[src/rtl/ppu_timing_gen.sv]
// Raster timing generator for the PPU: dot/scanline counters, odd-frame dot skip,
// vblank status flag and NMI request. Defaults reproduce NTSC 2C02 timing.
module ppu_timing_gen #(
  parameter int DOTS_PER_LINE = 341,
  parameter int VISIBLE_LINES = 240,
  parameter int POST_LINES    = 1,
  parameter int VBLANK_LINES  = 20,
  parameter int SKIP_ODD_DOT  = 1,
  parameter int CW            = 9,
  parameter int LW            = 9
) (
  input  logic          clk,
  input  logic          reset,
  input  logic          ce,
  input  logic          render_en,
  input  logic          nmi_en,
  input  logic          status_rd,
  output logic [CW-1:0] cycle,
  output logic [LW-1:0] scanline,
  output logic          odd_frame,
  output logic          vblank_flag,
  output logic          nmi,
  output logic          visible,
  output logic          frame_end
);

  localparam logic [LW-1:0] PRE_LINE     = {LW{1'b1}};
  localparam logic [LW-1:0] VBL_LINE     = LW'(VISIBLE_LINES + POST_LINES);
  localparam logic [LW-1:0] LAST_LINE    = LW'(VISIBLE_LINES + POST_LINES + VBLANK_LINES - 1);
  localparam logic [LW-1:0] VIS_LINES    = LW'(VISIBLE_LINES);
  localparam logic [CW-1:0] LAST_DOT     = CW'(DOTS_PER_LINE - 1);
  localparam logic [CW-1:0] SKIP_DOT     = CW'(DOTS_PER_LINE - 2);
  localparam logic [CW-1:0] VIS_LAST_DOT = CW'(256);

  logic          skip_line;
  logic          line_end;
  logic          last_line;
  logic          set_evt;
  logic          clr_evt;
  logic [CW-1:0] cycle_nx;
  logic [LW-1:0] scanline_nx;
  logic          vblank_nx;

  always_comb begin
    skip_line = (SKIP_ODD_DOT != 0) && odd_frame && render_en && (scanline == PRE_LINE);
    // The full-length test is kept even on a skip line so a late render_en rise
    // can never let the dot counter run past the end of the line.
    line_end  = (cycle == LAST_DOT) || (skip_line && (cycle == SKIP_DOT));
    last_line = (scanline == LAST_LINE);
    set_evt   = ce && (scanline == VBL_LINE) && (cycle == '0);
    clr_evt   = ce && (scanline == PRE_LINE) && (cycle == '0);

    cycle_nx    = line_end ? '0 : cycle + 1'b1;
    scanline_nx = scanline;
    if (line_end) scanline_nx = last_line ? PRE_LINE : scanline + 1'b1;

    // A status read racing the set event wins, so the flag misses that whole frame.
    vblank_nx = vblank_flag;
    if (set_evt)   vblank_nx = 1'b1;
    if (clr_evt)   vblank_nx = 1'b0;
    if (status_rd) vblank_nx = 1'b0;
  end

  always_ff @(posedge clk) begin
    if (reset) begin
      cycle       <= '0;
      scanline    <= '0;
      odd_frame   <= 1'b0;
      vblank_flag <= 1'b0;
      frame_end   <= 1'b0;
    end else begin
      frame_end   <= ce && line_end && last_line;
      vblank_flag <= vblank_nx;
      if (ce) begin
        cycle    <= cycle_nx;
        scanline <= scanline_nx;
        if (line_end && last_line) odd_frame <= ~odd_frame;
      end
    end
  end

  assign nmi     = vblank_flag & nmi_en;
  assign visible = (scanline < VIS_LINES) && (cycle != '0) && (cycle <= VIS_LAST_DOT);

endmodule

[config.mk]
export PLATFORM = sky130hd
export DESIGN_NAME = ppu_timing_gen
export DESIGN_NICKNAME = d
export VERILOG_FILES = /design/src/rtl/ppu_timing_gen.sv
export SDC_FILE = /design/constraint.sdc
export NUM_CORES = 1
export LEC_CHECK = 0
export CAP_MARGIN = 20
export CORE_UTILIZATION = 43
export DETAILED_ROUTE_END_ITERATION = 16
export PLACE_DENSITY = 0.83
export SETUP_SLACK_MARGIN = 0.4
export SKIP_CTS_REPAIR_TIMING = 1
export SLEW_MARGIN = 30
export SYNTH_ARGS = -nofsm -noshare
export SYNTH_HDL_FRONTEND = slang
export SYNTH_SLANG_ARGS = --single-unit
[constraint.sdc]
create_clock -name clk -period 2.1 [get_ports clk]
set_input_delay 0.42 -clock clk [delete_from_list [all_inputs] [get_ports clk]]
set_output_delay 0.42 -clock clk [all_outputs]
set_load 0.02 [all_outputs]
After elaboration in Yosys (flattened, before gate mapping)
Index checks and enable logic that the tools add are counted.
- register bits after elaboration: 21
- bits in latches: 0
- bits in writable memories: 0
- memories: 0
- bits of input ports: 6
- memory bits (read-only): 0
- shift operators: 0
- equal/unequal tests: 5
- reductions and logical operators: 18
- multipliers: 0
- bitwise gates (word level): 2
- div/mod/pow operators: 0
- multiplexer cells: 2
- add/sub/neg operators: 2
- magnitude comparators: 2
- operator list (kind ; number):
    == test 9 bit, second input constant ; 4
    adder 9 x 1 -> 9 bit, second input constant ; 2
    two-way mux 9 bit ; 2
    logical AND 1 bit ; 12
    == test 9 x 8 -> 1 bit, second input constant ; 1
    less-or-equal comparator 9 bit, second input constant ; 1
    logical NOT 9 bit ; 1
    < comparator 9 x 8 -> 1 bit, second input constant ; 1
    nonzero test 9 bit ; 1
    AND reduction 2 bit ; 2
    OR reduction 3 bit ; 1
    bitwise AND 1 bit ; 1
    logical OR 1 bit ; 1
    NOT 1 bit ; 1

Longest topological paths before layout
Gate-level depths: netlist of the first run.
- depth after elaboration: 6
- depth in mapped cells: 9
- gate-level depth less buffers: 8

Worst setup path before layout of the first run
Ideal clock, no wire load.
- path kind: register to register
- from: register scanline[0]
- to: register odd_frame
- clock period less this slack: 2.387 ns
- library setup time: 0.071 ns
- path slack: -0.287 ns
- data arrival time: 2.316 ns
- path buffers: 0
- cell stages (with the launch flop): 9
- required time: 2.029 ns
- cells stage by stage: dfxtp_1 ha_1 nand3_1 nor4_1 ha_1 nand4_1 o21a_1 or4_1 a21oi_1
- word-level cells in the longest chain between the ends: 6
- ends and longest elaborated chain (item ; line ; RTL):
    start: declaration ; 19 ; output logic [LW-1:0] scanline,
    start signal: assignment ; 76 ; scanline <= scanline_nx;
    == test 9 bit ; 45 ; skip_line = (SKIP_ODD_DOT != 0) && odd_frame && render_en && (scanline == PRE_LINE);
    logical AND 1 bit ; 45 ;
    logical AND 1 bit ; 48 ; line_end = (cycle == LAST_DOT) || (skip_line && (cycle == SKIP_DOT));
    logical OR 1 bit ; 48 ;
    logical AND 1 bit (*) ; 77 ; if (line_end && last_line) odd_frame <= ~odd_frame;
    AND reduction 2 bit (no line) (*) ; -- ;
    end signal: assignment ; 77 ;
    end: declaration ; 20 ; output logic odd_frame,
Mark *: on every way between the ends. The rest lies on a longest branch, timed or not.
A chain may end at the register's enable or synchronous reset.

Final worst setup path of the first run
- from: register cycle[0]
- to: output port visible
- word-level cells in the longest chain between the ends: 3
- ends and longest elaborated chain (item ; line ; RTL):
    start: declaration ; 18 ; output logic [CW-1:0] cycle,
    start signal: assignment ; 75 ; cycle <= cycle_nx;
    branches (longest 2 deep; another with less-or-equal comparator 9 bit) ; -- ;
    logical AND 1 bit (*) ; 83 ; assign visible = (scanline < VIS_LINES) && (cycle != '0) && (cycle <= VIS_LAST_DOT);
    end: declaration ; 23 ; output logic visible,
Mark *: on every way between the ends.

==> results.txt, run 1 <==
----------------------------------------------------
[Run status]
  Run status ... finished, violations left
  Failing checks ... setup timing

[STA]
  PnR worst setup slack ... -0.176 ns
  Max Clock Freq ... 439 MHz
  Final Hold Violating Endpoints ... 0
  Min cycle time layout ... 2.28 ns
  Post-route fraction of the period consumed by the critical path ... 108%
  Minimum hold slack ... 0.507 ns
  Final Max Slew Viols ... 0
  Worst rel slew slack ... 36.9%
  Worst setup skew after layout ... 0.00274 ns
  Transition time of the tightest slew-check pin ... 0.944 ns
  Final setup violation count ... 5
  RSZ-0062 raised after global routing ... true

[Hold path]
  Hold-critical path depth ... 1
  Worst Hold Class ... register to register

[Clock network]
  Clock tree from TritonCTS ... done
  CTS Buffer Depth ... 2
  Level count of the clock H-tree ... 1
  Number of sinks driven by the clock tree ... 21
  Number of clock buffers inserted by TritonCTS ... 3
  Clk slew on worst S/H paths ... 0.12 ns
  Source-to-sink clock delay at the later pin of the worst-skew pair ... 0.33 ns
  Clock tree root driver cell ... sky130_fd_sc_hd__clkbuf_4

[Synthesis]
  Dominant combinational cell family by area after synthesis ... simple AND/OR/NAND/NOR gates
  Distinct cell type count of the synthesized netlist ... 36
  Synth async-reset ratio ... 0%
  Gate Count Post-Synth ... 135
  Synth Flop Type ... sky130_fd_sc_hd__dfxtp_1
  Compound-cell area share of the yosys netlist ... 16.7%
  Share of the synthesized netlist area taken by xor and xnor gates ... 6.15%
  Proportion of synthesized chip area in sequential cells ... 36.9%
  Number of warnings printed during yosys synthesis ... 0
  Count of flip-flops with a built-in enable after synthesis ... 0
  Post-synthesis mux area share ... 0.879%
  Post-synth net total ... 147
  Summed instance area of the synthesized netlist ... 1140 um^2
  Post-synthesis register bit count ... 21
  Fraction of the mapped netlist area in adder cells ... 6.59%
  Post-synthesis share of cell area spent on and, or, nand and nor gates ... 27.8%
  Average cell area after synthesis ... 8.43 um^2

[Detailed routing]
  Number of remaining DRC errors ... 0
  TritonRoute pass-1 iters ... 11
  Antenna Nets Post-Route ... 0
  Total wire length ... 4560 um
  Routed wire length per instance ... 20.6 um
  Vias per Instance ... 6.29
  Iteration-0 DRC Markers ... 59
  Number of vias in the routed layout ... 1389

[Placed design]
  HPWL after detailed placement ... 2510 um
  Setup WS pre-CTS ... -0.287 ns
  Post-placement cell count ... 209
  Routability cong. ... 0.861
  Count of input and output buffers ... 28

[Die]
  Top-level port count ... 29
  Height of the chip ... 53.5 um
  Die area ... 2860 um^2
  Die outline width ... 53.5 um
  Starting Density ... 45.5%
  Number of rows created at floorplan ... 18
  Total core area ... 2500 um^2

[Final layout]
  Fillers ... 139
  Antenna diode count ... 0
  Highest-count cells in the layout ignoring fill and taps ... 25 x sky130_fd_sc_hd__buf_4, 22 x sky130_fd_sc_hd__dlymetal6s2s_1, 9 x sky130_fd_sc_hd__nor3_2, 9 x sky130_fd_sc_hd__dfxtp_1
  Most common library cell in the layout ignoring fill and taps ... sky130_fd_sc_hd__buf_4
  Final net count ... 204
  Area growth from synthesis to layout ... 81.3%
  Fraction of final layout cells sized beyond drive strength 1 ... 46.1%
  Final standard cell count with taps included and fillers excluded ... 221

[Global route]
  Global-route wire length before repair ... 5210 um
  Via count of the first global-routing pass ... 1139
  Global route total overflow ... 0
  Initial antenna violation count ... 0
  Maximum number of pins on one net before global-route repair ... 17
  Aggregate global-route resource usage ... 25.5%

[Pwr]
  Pwr dens ... 360 nW/um^2
  Lkg Pwr ... 0.00109 uW
  Worst VDD drop ... 327 uV

[Worst setup path]
  Crit start category ... register
  Required @ worst endpoint ... 1.68 ns
  FF-to-FF path depth ... 8
  Nature of the critical path endpoint ... primary output
  Startpoint-to-endpoint class of the critical path ... register to primary output
  CP max FO ... 3
  Worst path arrival time ... 1.86 ns

[Flow run]
  Count of maximum capacitance violations ... 0

----------------------------------------------------
==> cells by family after synthesis <==
family,count (synthesis)
buffers and inverters,14
multiplexers,1
AND/OR/NAND/NOR,57
adder cells (fa/ha/maj),6
XOR/XNOR,8
AO/OA/AOI/OAI,28
flip-flops,21
==> sequential cells by signal (all words and copies together), names as in the netlist <==
signal and flops:
cycle 9, odd_frame 1, vblank_flag 1, frame_end 1, scanline 9
==> layout make-up <==
class                           count  area [um^2]  area share, %
Timing Repair Buffer               58          581           28.1
Clock buffer                        4         26.3           1.27
Multi-Input combinational cell    100          940           45.5
Inverter                            8         32.5           1.58
Tap cell                           30         37.5           1.82
Sequential cell                    21          448           21.7
==> report_power, final <==
group	leakage (uW)	switching (uW)	internal (uW)
sequential	0.000177	3.88	399
clock	0.0000150	141	74.8
combinational	0.000895	62.1	63.4
==> per-stage QoR <==
| stage | TNS [ns] | instance area, um^2 | utilization (%) | total power (uW) |
|---|---|---|---|---|
| 2_1_floorplan | 0 | 1230 | - | 467 |
| 3_3_place_gp | -0.263 | 1680 | 67.3 | 511 |
| 3_5_place_dp | -0.287 | 1680 | 67.3 | 517 |
| 4_1_cts | -0.670 | 1710 | 68.4 | 716 |
| 5_1_grt | -1.33 | 2060 | 82.6 | 759 |
| 6_report | -0.408 | 2060 | 82.6 | 744 |
==> Yosys cell counts (2+ instances only) <==
library cell	n	area, um^2
sky130_fd_sc_hd__a21oi_1	5	25.0
sky130_fd_sc_hd__a221oi_1	2	17.5
sky130_fd_sc_hd__nor4b_1	2	17.5
sky130_fd_sc_hd__nand3_1	2	10.0
sky130_fd_sc_hd__nor2_1	10	37.5
sky130_fd_sc_hd__dfxtp_1	21	420
sky130_fd_sc_hd__clkbuf_1	3	11.3
sky130_fd_sc_hd__o21ai_0	3	15.0
sky130_fd_sc_hd__ha_1	6	75.1
sky130_fd_sc_hd__or2_1	2	12.5
sky130_fd_sc_hd__xor2_1	3	26.3
sky130_fd_sc_hd__inv_1	8	30.0
sky130_fd_sc_hd__nand4_1	4	25.0
sky130_fd_sc_hd__buf_2	2	10.0
sky130_fd_sc_hd__o211ai_1	3	22.5
sky130_fd_sc_hd__a211oi_1	5	37.5
sky130_fd_sc_hd__a31oi_1	4	25.0
sky130_fd_sc_hd__xnor2_1	5	43.8
sky130_fd_sc_hd__nor4_1	2	12.5
sky130_fd_sc_hd__nand2_1	9	33.8
sky130_fd_sc_hd__nor3_1	19	95.1
==> critical path, cell delays in order, from the launching register on <==
cell	delay, ns
sky130_fd_sc_hd__dfxtp_4	0.38
sky130_fd_sc_hd__inv_4	0.06
sky130_fd_sc_hd__ha_4	0.12
sky130_fd_sc_hd__or4b_4	0.48
sky130_fd_sc_hd__o21ai_2	0.13
sky130_fd_sc_hd__nor4b_4	0.19
sky130_fd_sc_hd__buf_4	0.17
==> path summary, 6_finish.rpt <==
kind	end	slack, ns	start
worst max-delay path	visible	-0.18	cycle[0]$_SDFFE_PP0P_
worst min-delay path	scanline[4]$_SDFFE_PP0P_	0.51	scanline[4]$_SDFFE_PP0P_
worst max register to register	odd_frame$_SDFFE_PP0P_	-0.08	scanline[0]$_SDFFE_PP0P_
worst min register to register	scanline[4]$_SDFFE_PP0P_	0.51	scanline[4]$_SDFFE_PP0P_
==> routing by layer <==
layer  up-vias  GRT usage [%]  share of wire [%]
met4         0           9.21                3.6
met1       664           34.6                 42
li1        618              -                  -
met3        21           4.31                7.1
met5         -              0                  0
met2        86           39.8                 47
(Power assumes the default switching activity.)
==> inputs of run 2 (changes only) <==
--- a/config.mk
+++ b/config.mk
@@ -6,6 +6,7 @@
 export NUM_CORES = 1
 export LEC_CHECK = 0
 export CAP_MARGIN = 20
+export CORE_ASPECT_RATIO = 1.75
 export CORE_UTILIZATION = 43
 export DETAILED_ROUTE_END_ITERATION = 16
 export PLACE_DENSITY = 0.83
==> run 2 against run 1 <==
  * The flow still finishes with violations (setup timing)
  * Cell area up 3.6%
  * Clock power is 27% higher
  * Cell count decreased by 0.90%
  * Sequential cell count is the same
  * Combinational power increased by 5%
  * Hold slack gained 0.038 ns
  * Routed wire length fell by 3.4%
  * Clock skew grew 0.0057 ns
  * Total power grew 8.7%
  * Utilization grew 3.2 points
  * First-iteration DRC count fell by 32%
  * Via count is 2.9% lower
  * Largest power group unchanged
==> results.txt, run 2 (same netlist as run 1, synthesis figures left out) <==
----------------------------------------------------
[Detailed routing]
  Vias per Instance ... 6.16 (was 6.29)
  Antenna Nets Post-Route ... 0 (unchanged)
  Routed met2 length ... 2480 um (was 2160 um)
  Number of remaining DRC errors ... 0 (unchanged)
  Number of vias in the routed layout ... 1349 (was 1389)
  Max layer used ... met4 (unchanged)
  Iteration-0 DRC Markers ... 40 (was 59)
  Wl on met1 ... 1500 um (was 1910 um)
  TritonRoute pass-1 iters ... 4 (was 11)
  Routed wire length per instance ... 20.1 um (was 20.6 um)
  Met3 WL post-DR ... 151 um (was 322 um)
  Total wire length ... 4400 um (was 4560 um)

[Placed design]
  HPWL after detailed placement ... 2410 um (was 2510 um)
  Routability cong. ... 0.812 (was 0.861)
  Area post-placement ... 1690 um^2 (was 1680 um^2)
  Count of input and output buffers ... 28 (unchanged)

[Worst setup path]
  Longest individual stage delay on the worst path ... 0.48 ns (about the same)
  Nature of the critical path endpoint ... primary output (unchanged)
  Startpoint-to-endpoint class of the critical path ... register to primary output (unchanged)
  CP max FO ... 3 (unchanged)
  Required @ worst endpoint ... 1.68 ns (about the same)
  Crit start category ... register (unchanged)
  Max stage delay cell, worst path ... sky130_fd_sc_hd__or4b_4 (unchanged)
  Critical path, cell by cell ... inv_2 > ha_4 > or4b_4 > o21ai_2 > nor4b_4 > buf_4 (was inv_4 > ha_4 > or4b_4 > o21ai_2 > nor4b_4 > buf_4)
  CP delay by family, top ... simple AND/OR/NAND/NOR gates (unchanged)
  Worst Path Buf+Inv ... 2 (unchanged)
  Worst path arrival time ... 1.78 ns (was 1.86 ns)

[Pwr]
  Internal power ... 602 uW (was 537 uW)
  Net switching power figure ... 207 uW (about the same)
  Sequential cell fraction of total power ... 49.8% (was 54.1%)
  Lkg Pwr ... 0.00101 uW (was 0.00109 uW)
  Gate power share ... 16.2% (was 16.9%)
  Overall power consumption ... 809 uW (was 744 uW)
  Portion of total power attributed to the clock network ... 34.0% (was 29.0%)
  Pwr dens ... 378 nW/um^2 (was 360 nW/um^2)
  Proportion of total power due to net switching ... 25.5% (was 27.9%)
  Worst VDD drop ... 430 uV (was 327 uV)

[STA]
  Transition time of the tightest slew-check pin ... 0.539 ns (was 0.944 ns)
  Final Max Slew Viols ... 0 (unchanged)
  Min cycle time layout ... 2.20 ns (was 2.28 ns)
  Post-route fraction of the period consumed by the critical path ... 105% (was 108%)
  RSZ-0062 raised after global routing ... true (unchanged)
  Max Clock Freq ... 454 MHz (was 439 MHz)
  Worst setup skew after layout ... 0.00848 ns (was 0.00274 ns)
  Final Hold Violating Endpoints ... 0 (unchanged)
  PnR worst setup slack ... -0.103 ns (was -0.176 ns)
  Worst rel slew slack ... 64.1% (was 36.9%)
  Final setup violation count ... 2 (was 5)

[Clock network]
  Clock tree from TritonCTS ... done (unchanged)
  Source-to-sink clock delay at the later pin of the worst-skew pair ... 0.27 ns (was 0.33 ns)
  Number of clock buffers inserted by TritonCTS ... 3 (unchanged)
  Level count of the clock H-tree ... 1 (unchanged)
  Clock tree root driver cell ... sky130_fd_sc_hd__clkbuf_8 (was sky130_fd_sc_hd__clkbuf_4)
  Clk slew on worst S/H paths ... 0.08 ns (was 0.12 ns)
  CTS Buffer Depth ... 2 (unchanged)
  Number of sinks driven by the clock tree ... 21 (unchanged)

[Final layout]
  Area growth from synthesis to layout ... 87.8% (was 81.3%)
  Register area ... 445 um^2 (was 448 um^2)
  Most common library cell in the layout ignoring fill and taps ... sky130_fd_sc_hd__buf_4 (unchanged)
  Fillers ... 117 (was 139)
  Highest-count cells in the layout ignoring fill and taps ... 26 x sky130_fd_sc_hd__buf_4, 16 x sky130_fd_sc_hd__dlymetal6s2s_1, 11 x sky130_fd_sc_hd__clkdlybuf4s50_1 (was 25 x sky130_fd_sc_hd__buf_4, 22 x sky130_fd_sc_hd__dlymetal6s2s_1, 9 x sky130_fd_sc_hd__nor3_2, 9 x sky130_fd_sc_hd__dfxtp_1)
  Final core utilization ... 85.8% (was 82.6%)
  Area of the multi-input gates ... 988 um^2 (was 940 um^2)
  Final net count ... 206 (was 204)
  Fraction of final layout cells sized beyond drive strength 1 ... 48.7% (was 46.1%)
  Antenna diode count ... 0 (unchanged)
  Largest registers in the final layout ... cycle (9), scanline (9) (unchanged)
  Design Area, Final ... 2140 um^2 (was 2060 um^2)

[Die]
  Total core area ... 2490 um^2 (was 2500 um^2)
  Number of rows created at floorplan ... 24 (was 18)
  Die area ... 2870 um^2 (was 2860 um^2)
  Top-level port count ... 29 (unchanged)
  Starting Density ... 45.7% (was 45.5%)
  Die outline width ... 40.9 um (was 53.5 um)
  Height of the chip ... 70.1 um (was 53.5 um)

[Global route]
  Aggregate global-route resource usage ... 25.2% (was 25.5%)
  Global route total overflow ... 0 (unchanged)
  Initial antenna violation count ... 0 (unchanged)
  Global-route wire length before repair ... 5150 um (was 5210 um)
  Maximum number of pins on one net before global-route repair ... 15 (was 17)
  Via count of the first global-routing pass ... 1198 (was 1139)

[Run status]
  Run status ... finished, violations left (unchanged)
  Failing checks ... setup timing (unchanged)

[Hold path]
  Worst Hold Class ... register to register (unchanged)

[Flow run]
  Count of maximum capacitance violations ... 0 (unchanged)

----------------------------------------------------
==> run 2: cell count changes in the layout (fill, tap and decap cells not counted), sizes merged <==
| cell | delta |
|---|---|
| buf | +2 |
| clkdlybuf4s50 | +6 |
| dlymetal6s2s | -6 |
==> run 2: power groups by stage <==
stage / Clock, uW / Sequential (uW) / Combinational (uW)
after floorplan: 0 / 419 / 47.5
after global routing: 287 / 403 / 137
after global placement: 0 / 411 / 101
after CTS: 267 / 402 / 106
after detailed placement: 0 / 412 / 104
final: 275 / 402 / 131
==> run 2: area by class of cell <==
class                      instances  area share [%]
timing repair buffer              60            27.9
inverter                           8            1.40
sequential                        21            20.8
clock buffer                       4            2.11
tap                               26            1.52
multi-input combinational        100            46.2
==> run 2: worst register-to-register path, stage by stage (launching register included) <==
cell	delay, ns
sky130_fd_sc_hd__dfxtp_4	0.37
sky130_fd_sc_hd__ha_4	0.16
sky130_fd_sc_hd__nand3_4	0.11
sky130_fd_sc_hd__nor4_4	0.17
sky130_fd_sc_hd__ha_2	0.24
sky130_fd_sc_hd__nand4_1	0.18
sky130_fd_sc_hd__o21a_4	0.29
sky130_fd_sc_hd__or4_4	0.42
sky130_fd_sc_hd__a21oi_2	0.13
==> run 2: worst paths after layout <==
check | slack [ns] | cells past startpoint | start | to
max | -0.10 | 6 | cycle[0]$_SDFFE_PP0P_ | visible
min | 0.54 | 2 | scanline[5]$_SDFFE_PP0P_ | scanline[5]$_SDFFE_PP0P_
max reg2reg | -0.03 | 8 | scanline[1]$_SDFFE_PP0P_ | odd_frame$_SDFFE_PP0P_
min reg2reg | 0.54 | 2 | scanline[5]$_SDFFE_PP0P_ | scanline[5]$_SDFFE_PP0P_
==> run 2: per-stage QoR <==
stage	worst slack [ns]	hold slack (ns)	std cells	TNS, ns
global placement	-0.263	0.486	206	-0.263
floorplan	0.143	0.512	135	0
global route	-0.145	0.559	219	-1.05
finish	-0.103	0.545	219	-0.132
CTS	-0.654	0.503	210	-0.654
detailed placement	-0.337	0.489	206	-0.337
==> run 2: per-layer routing <==
layer,vias up,GRT usage (%)
met1,642,27.5
li1,615,-
met4,0,11.5
met5,-,0
met2,65,43.8
met3,27,2.54
==> inputs of run 3 (changes only) <==
--- a/config.mk
+++ b/config.mk
@@ -6,7 +6,7 @@
 export NUM_CORES = 1
 export LEC_CHECK = 0
 export CAP_MARGIN = 20
-export CORE_ASPECT_RATIO = 1.75
+export CORE_ASPECT_RATIO = 0.9
 export CORE_UTILIZATION = 43
 export DETAILED_ROUTE_END_ITERATION = 16
 export PLACE_DENSITY = 0.83
==> constraint.sdc (replaced) <==
create_clock -name clk -period 2.1 [get_ports clk]
set_input_delay 0.21 -clock clk [delete_from_list [all_inputs] [get_ports clk]]
set_output_delay 0.21 -clock clk [all_outputs]
set_load 0.02 [all_outputs]
==> run 3 against run 2 <==
  * The run still ends with setup timing left
  * Largest cell class unchanged
  * Cell count fell by 2.3%
  * Non-clock buffer count fell by 7
  * Clock power fell by 25%
  * Hold slack got worse by 0.12 ns
  * Total power fell by 11%
  * Combinational power fell by 17%
  * Critical endpoint is now odd_frame$_SDFFE_PP0P_
  * Highest routed layer unchanged
  * Sequential cell count did not move
  * Sequential share of layout area rose by 3.4 points
  * Routed wire length fell by 16%
==> results.txt, run 3 (same netlist as run 1, synthesis figures left out) <==
----------------------------------------------------
[Die]
  Total core area ... 2490 um^2 (about the same)
  Die outline width ... 56.2 um (was 40.9 um)
  Height of the chip ... 50.8 um (was 70.1 um)
  Die area ... 2860 um^2 (was 2870 um^2)
  Starting Density ... 45.8% (was 45.7%)
  Top-level port count ... 29 (unchanged)
  Number of rows created at floorplan ... 17 (was 24)

[STA]
  Worst rel slew slack ... 38.7% (was 64.1%)
  Min cycle time layout ... 2.16 ns (was 2.20 ns)
  Max Clock Freq ... 463 MHz (was 454 MHz)
  Sum Neg Setup Slack ... -0.0853 ns (was -0.132 ns)
  Transition time of the tightest slew-check pin ... 0.916 ns (was 0.539 ns)
  RSZ-0062 raised after global routing ... true (unchanged)
  PnR worst setup slack ... -0.0610 ns (was -0.103 ns)
  Final Hold Violating Endpoints ... 0 (unchanged)
  Final Max Slew Viols ... 0 (unchanged)
  Post-route fraction of the period consumed by the critical path ... 103% (was 105%)
  Worst setup skew after layout ... 0.00578 ns (was 0.00848 ns)
  Final setup violation count ... 2 (unchanged)
  Minimum hold slack ... 0.429 ns (was 0.545 ns)

[Final layout]
  Highest-count cells in the layout ignoring fill and taps ... 27 x sky130_fd_sc_hd__clkdlybuf4s50_1, 21 x sky130_fd_sc_hd__buf_4, 16 x sky130_fd_sc_hd__nor3_1 (was 26 x sky130_fd_sc_hd__buf_4, 16 x sky130_fd_sc_hd__dlymetal6s2s_1, 11 x sky130_fd_sc_hd__clkdlybuf4s50_1)
  Final standard cell count with taps included and fillers excluded ... 214 (was 219)
  Most common library cell in the layout ignoring fill and taps ... sky130_fd_sc_hd__clkdlybuf4s50_1 (was sky130_fd_sc_hd__buf_4)
  Final net count ... 199 (was 206)
  Area growth from synthesis to layout ... 59.5% (was 87.8%)
  Largest registers in the final layout ... cycle (9), scanline (9) (unchanged)
  Antenna diode count ... 0 (unchanged)
  Fraction of final layout cells sized beyond drive strength 1 ... 36.6% (was 48.7%)
  Design Area, Final ... 1820 um^2 (was 2140 um^2)

[Placed design]
  Count of input and output buffers ... 28 (unchanged)
  HPWL after detailed placement ... 2300 um (was 2410 um)
  Routability cong. ... 0.874 (was 0.812)
  Area post-placement ... 1630 um^2 (was 1690 um^2)
  Post-placement cell count ... 203 (was 206)

[Global route]
  Aggregate global-route resource usage ... 22.4% (was 25.2%)
  Via count of the first global-routing pass ... 1142 (was 1198)
  Initial antenna violation count ... 0 (unchanged)
  Global route total overflow ... 0 (unchanged)
  Maximum number of pins on one net before global-route repair ... 22 (was 15)
  Global-route wire length before repair ... 4950 um (was 5150 um)

[Pwr]
  Worst VDD drop ... 525 uV (was 430 uV)
  Pwr dens ... 395 nW/um^2 (was 378 nW/um^2)
  Lkg Pwr ... 0.000629 uW (was 0.00101 uW)

[Worst setup path]
  Crit start category ... register (unchanged)
  CP max FO ... 5 (was 3)
  Reg2Reg Launch Point ... scanline[1]$_SDFFE_PP0P_ (unchanged)
  FF-to-FF path depth ... 8 (unchanged)
  Nature of the critical path endpoint ... register (was primary output)
  Worst path arrival time ... 2.34 ns (was 1.78 ns)
  Endpoint of the worst register-to-register path ... odd_frame$_SDFFE_PP0P_ (unchanged)
  Startpoint-to-endpoint class of the critical path ... register to register (was register to primary output)
  Reg2reg setup slack ... -0.06 ns (was -0.03 ns)
  Required @ worst endpoint ... 2.28 ns (was 1.68 ns)

[Detailed routing]
  TritonRoute pass-1 iters ... 4 (unchanged)
  Total wire length ... 3720 um (was 4400 um)
  Number of remaining DRC errors ... 0 (unchanged)
  Routed wire length per instance ... 17.4 um (was 20.1 um)
  Vias per Instance ... 5.99 (was 6.16)
  Iteration-0 DRC Markers ... 51 (was 40)
  Antenna Nets Post-Route ... 0 (unchanged)
  Number of vias in the routed layout ... 1282 (was 1349)

[Clock network]
  Number of sinks driven by the clock tree ... 21 (unchanged)
  Level count of the clock H-tree ... 1 (unchanged)
  CTS Buffer Depth ... 2 (unchanged)
  Clock tree root driver cell ... sky130_fd_sc_hd__clkbuf_4 (was sky130_fd_sc_hd__clkbuf_8)
  Source-to-sink clock delay at the later pin of the worst-skew pair ... 0.32 ns (was 0.27 ns)
  Clock tree from TritonCTS ... done (unchanged)
  Clk slew on worst S/H paths ... 0.12 ns (was 0.08 ns)
  Number of clock buffers inserted by TritonCTS ... 3 (unchanged)

[Flow run]
  Count of maximum capacitance violations ... 0 (unchanged)

[Hold path]
  Hold path endpoint ... vblank_flag$_SDFFE_PP0P_ (was scanline[5]$_SDFFE_PP0P_)
  Worst Hold Class ... input pin to register (was register to register)
  Min-delay src ... status_rd (was scanline[5]$_SDFFE_PP0P_)
  Hold-critical path depth ... 2 (unchanged)

[Run status]
  Failing checks ... setup timing (unchanged)
  Run status ... finished, violations left (unchanged)

----------------------------------------------------
run 3: worst max-delay path by stage:
stage / from / slack [ns] / endpoint
6_report: scanline[1]$_SDFFE_PP0P_ / -0.06 / odd_frame$_SDFFE_PP0P_
4_1_cts: cycle[0]$_SDFFE_PP0P_ / -0.42 / visible
3_3_place_gp: cycle[0]$_SDFFE_PP0P_ / -0.02 / visible
5_1_grt: scanline[1]$_SDFFE_PP0P_ / -0.09 / scanline[6]$_SDFFE_PP0P_
3_5_place_dp: cycle[0]$_SDFFE_PP0P_ / -0.06 / visible
2_1_floorplan: scanline[0]$_SDFFE_PP0P_ / 0.14 / scanline[1]$_SDFFE_PP0P_
run 3: routing by layer:
metal / up-vias / GRT usage [%] / share of wire (%)
met3: 6 / 4.30 / 5.9
met5: - / 0 / 0
met1: 615 / 27.3 / 41
met4: 0 / 12.6 / 0.83
met2: 52 / 37.3 / 52
li1: 609 / - / -
run 3: where the power goes:
group	internal [uW]	leakage (uW)	total [uW]	switching (uW)
registers	400	0.000176	403	2.76
logic	57.3	0.000435	109	51.7
clock network	71.4	0.0000177	205	133
total	529	0.000629	717	188
run 3: area by class of cell:
class	instances	area, um^2
clock buffer	3	22.5
clock inverter	1	5.00
fill	171	673
inverter	8	30.0
multi-input combinational	100	805
sequential	21	440
tap	28	35.0
timing repair buffer	53	478
run 3: stage by stage:
step | power, uW | util, % | setup slack, ns
2_1_floorplan | 463 | - | 0.144
3_3_place_gp | 502 | 65.7 | -0.0178
3_5_place_dp | 506 | 65.7 | -0.0559
4_1_cts | 702 | 66.8 | -0.415
5_1_grt | 740 | 73.0 | -0.0853
6_report | 717 | 73.0 | -0.0610
run 3: critical path: stages (launching register included):
cell,delay [ns]
sky130_fd_sc_hd__dfxtp_4,0.40
sky130_fd_sc_hd__ha_4,0.16
sky130_fd_sc_hd__nand3_4,0.10
sky130_fd_sc_hd__nor4_4,0.18
sky130_fd_sc_hd__ha_2,0.23
sky130_fd_sc_hd__nand4_1,0.13
sky130_fd_sc_hd__o21a_2,0.29
sky130_fd_sc_hd__o31ai_1,0.43
sky130_fd_sc_hd__a21oi_2,0.10
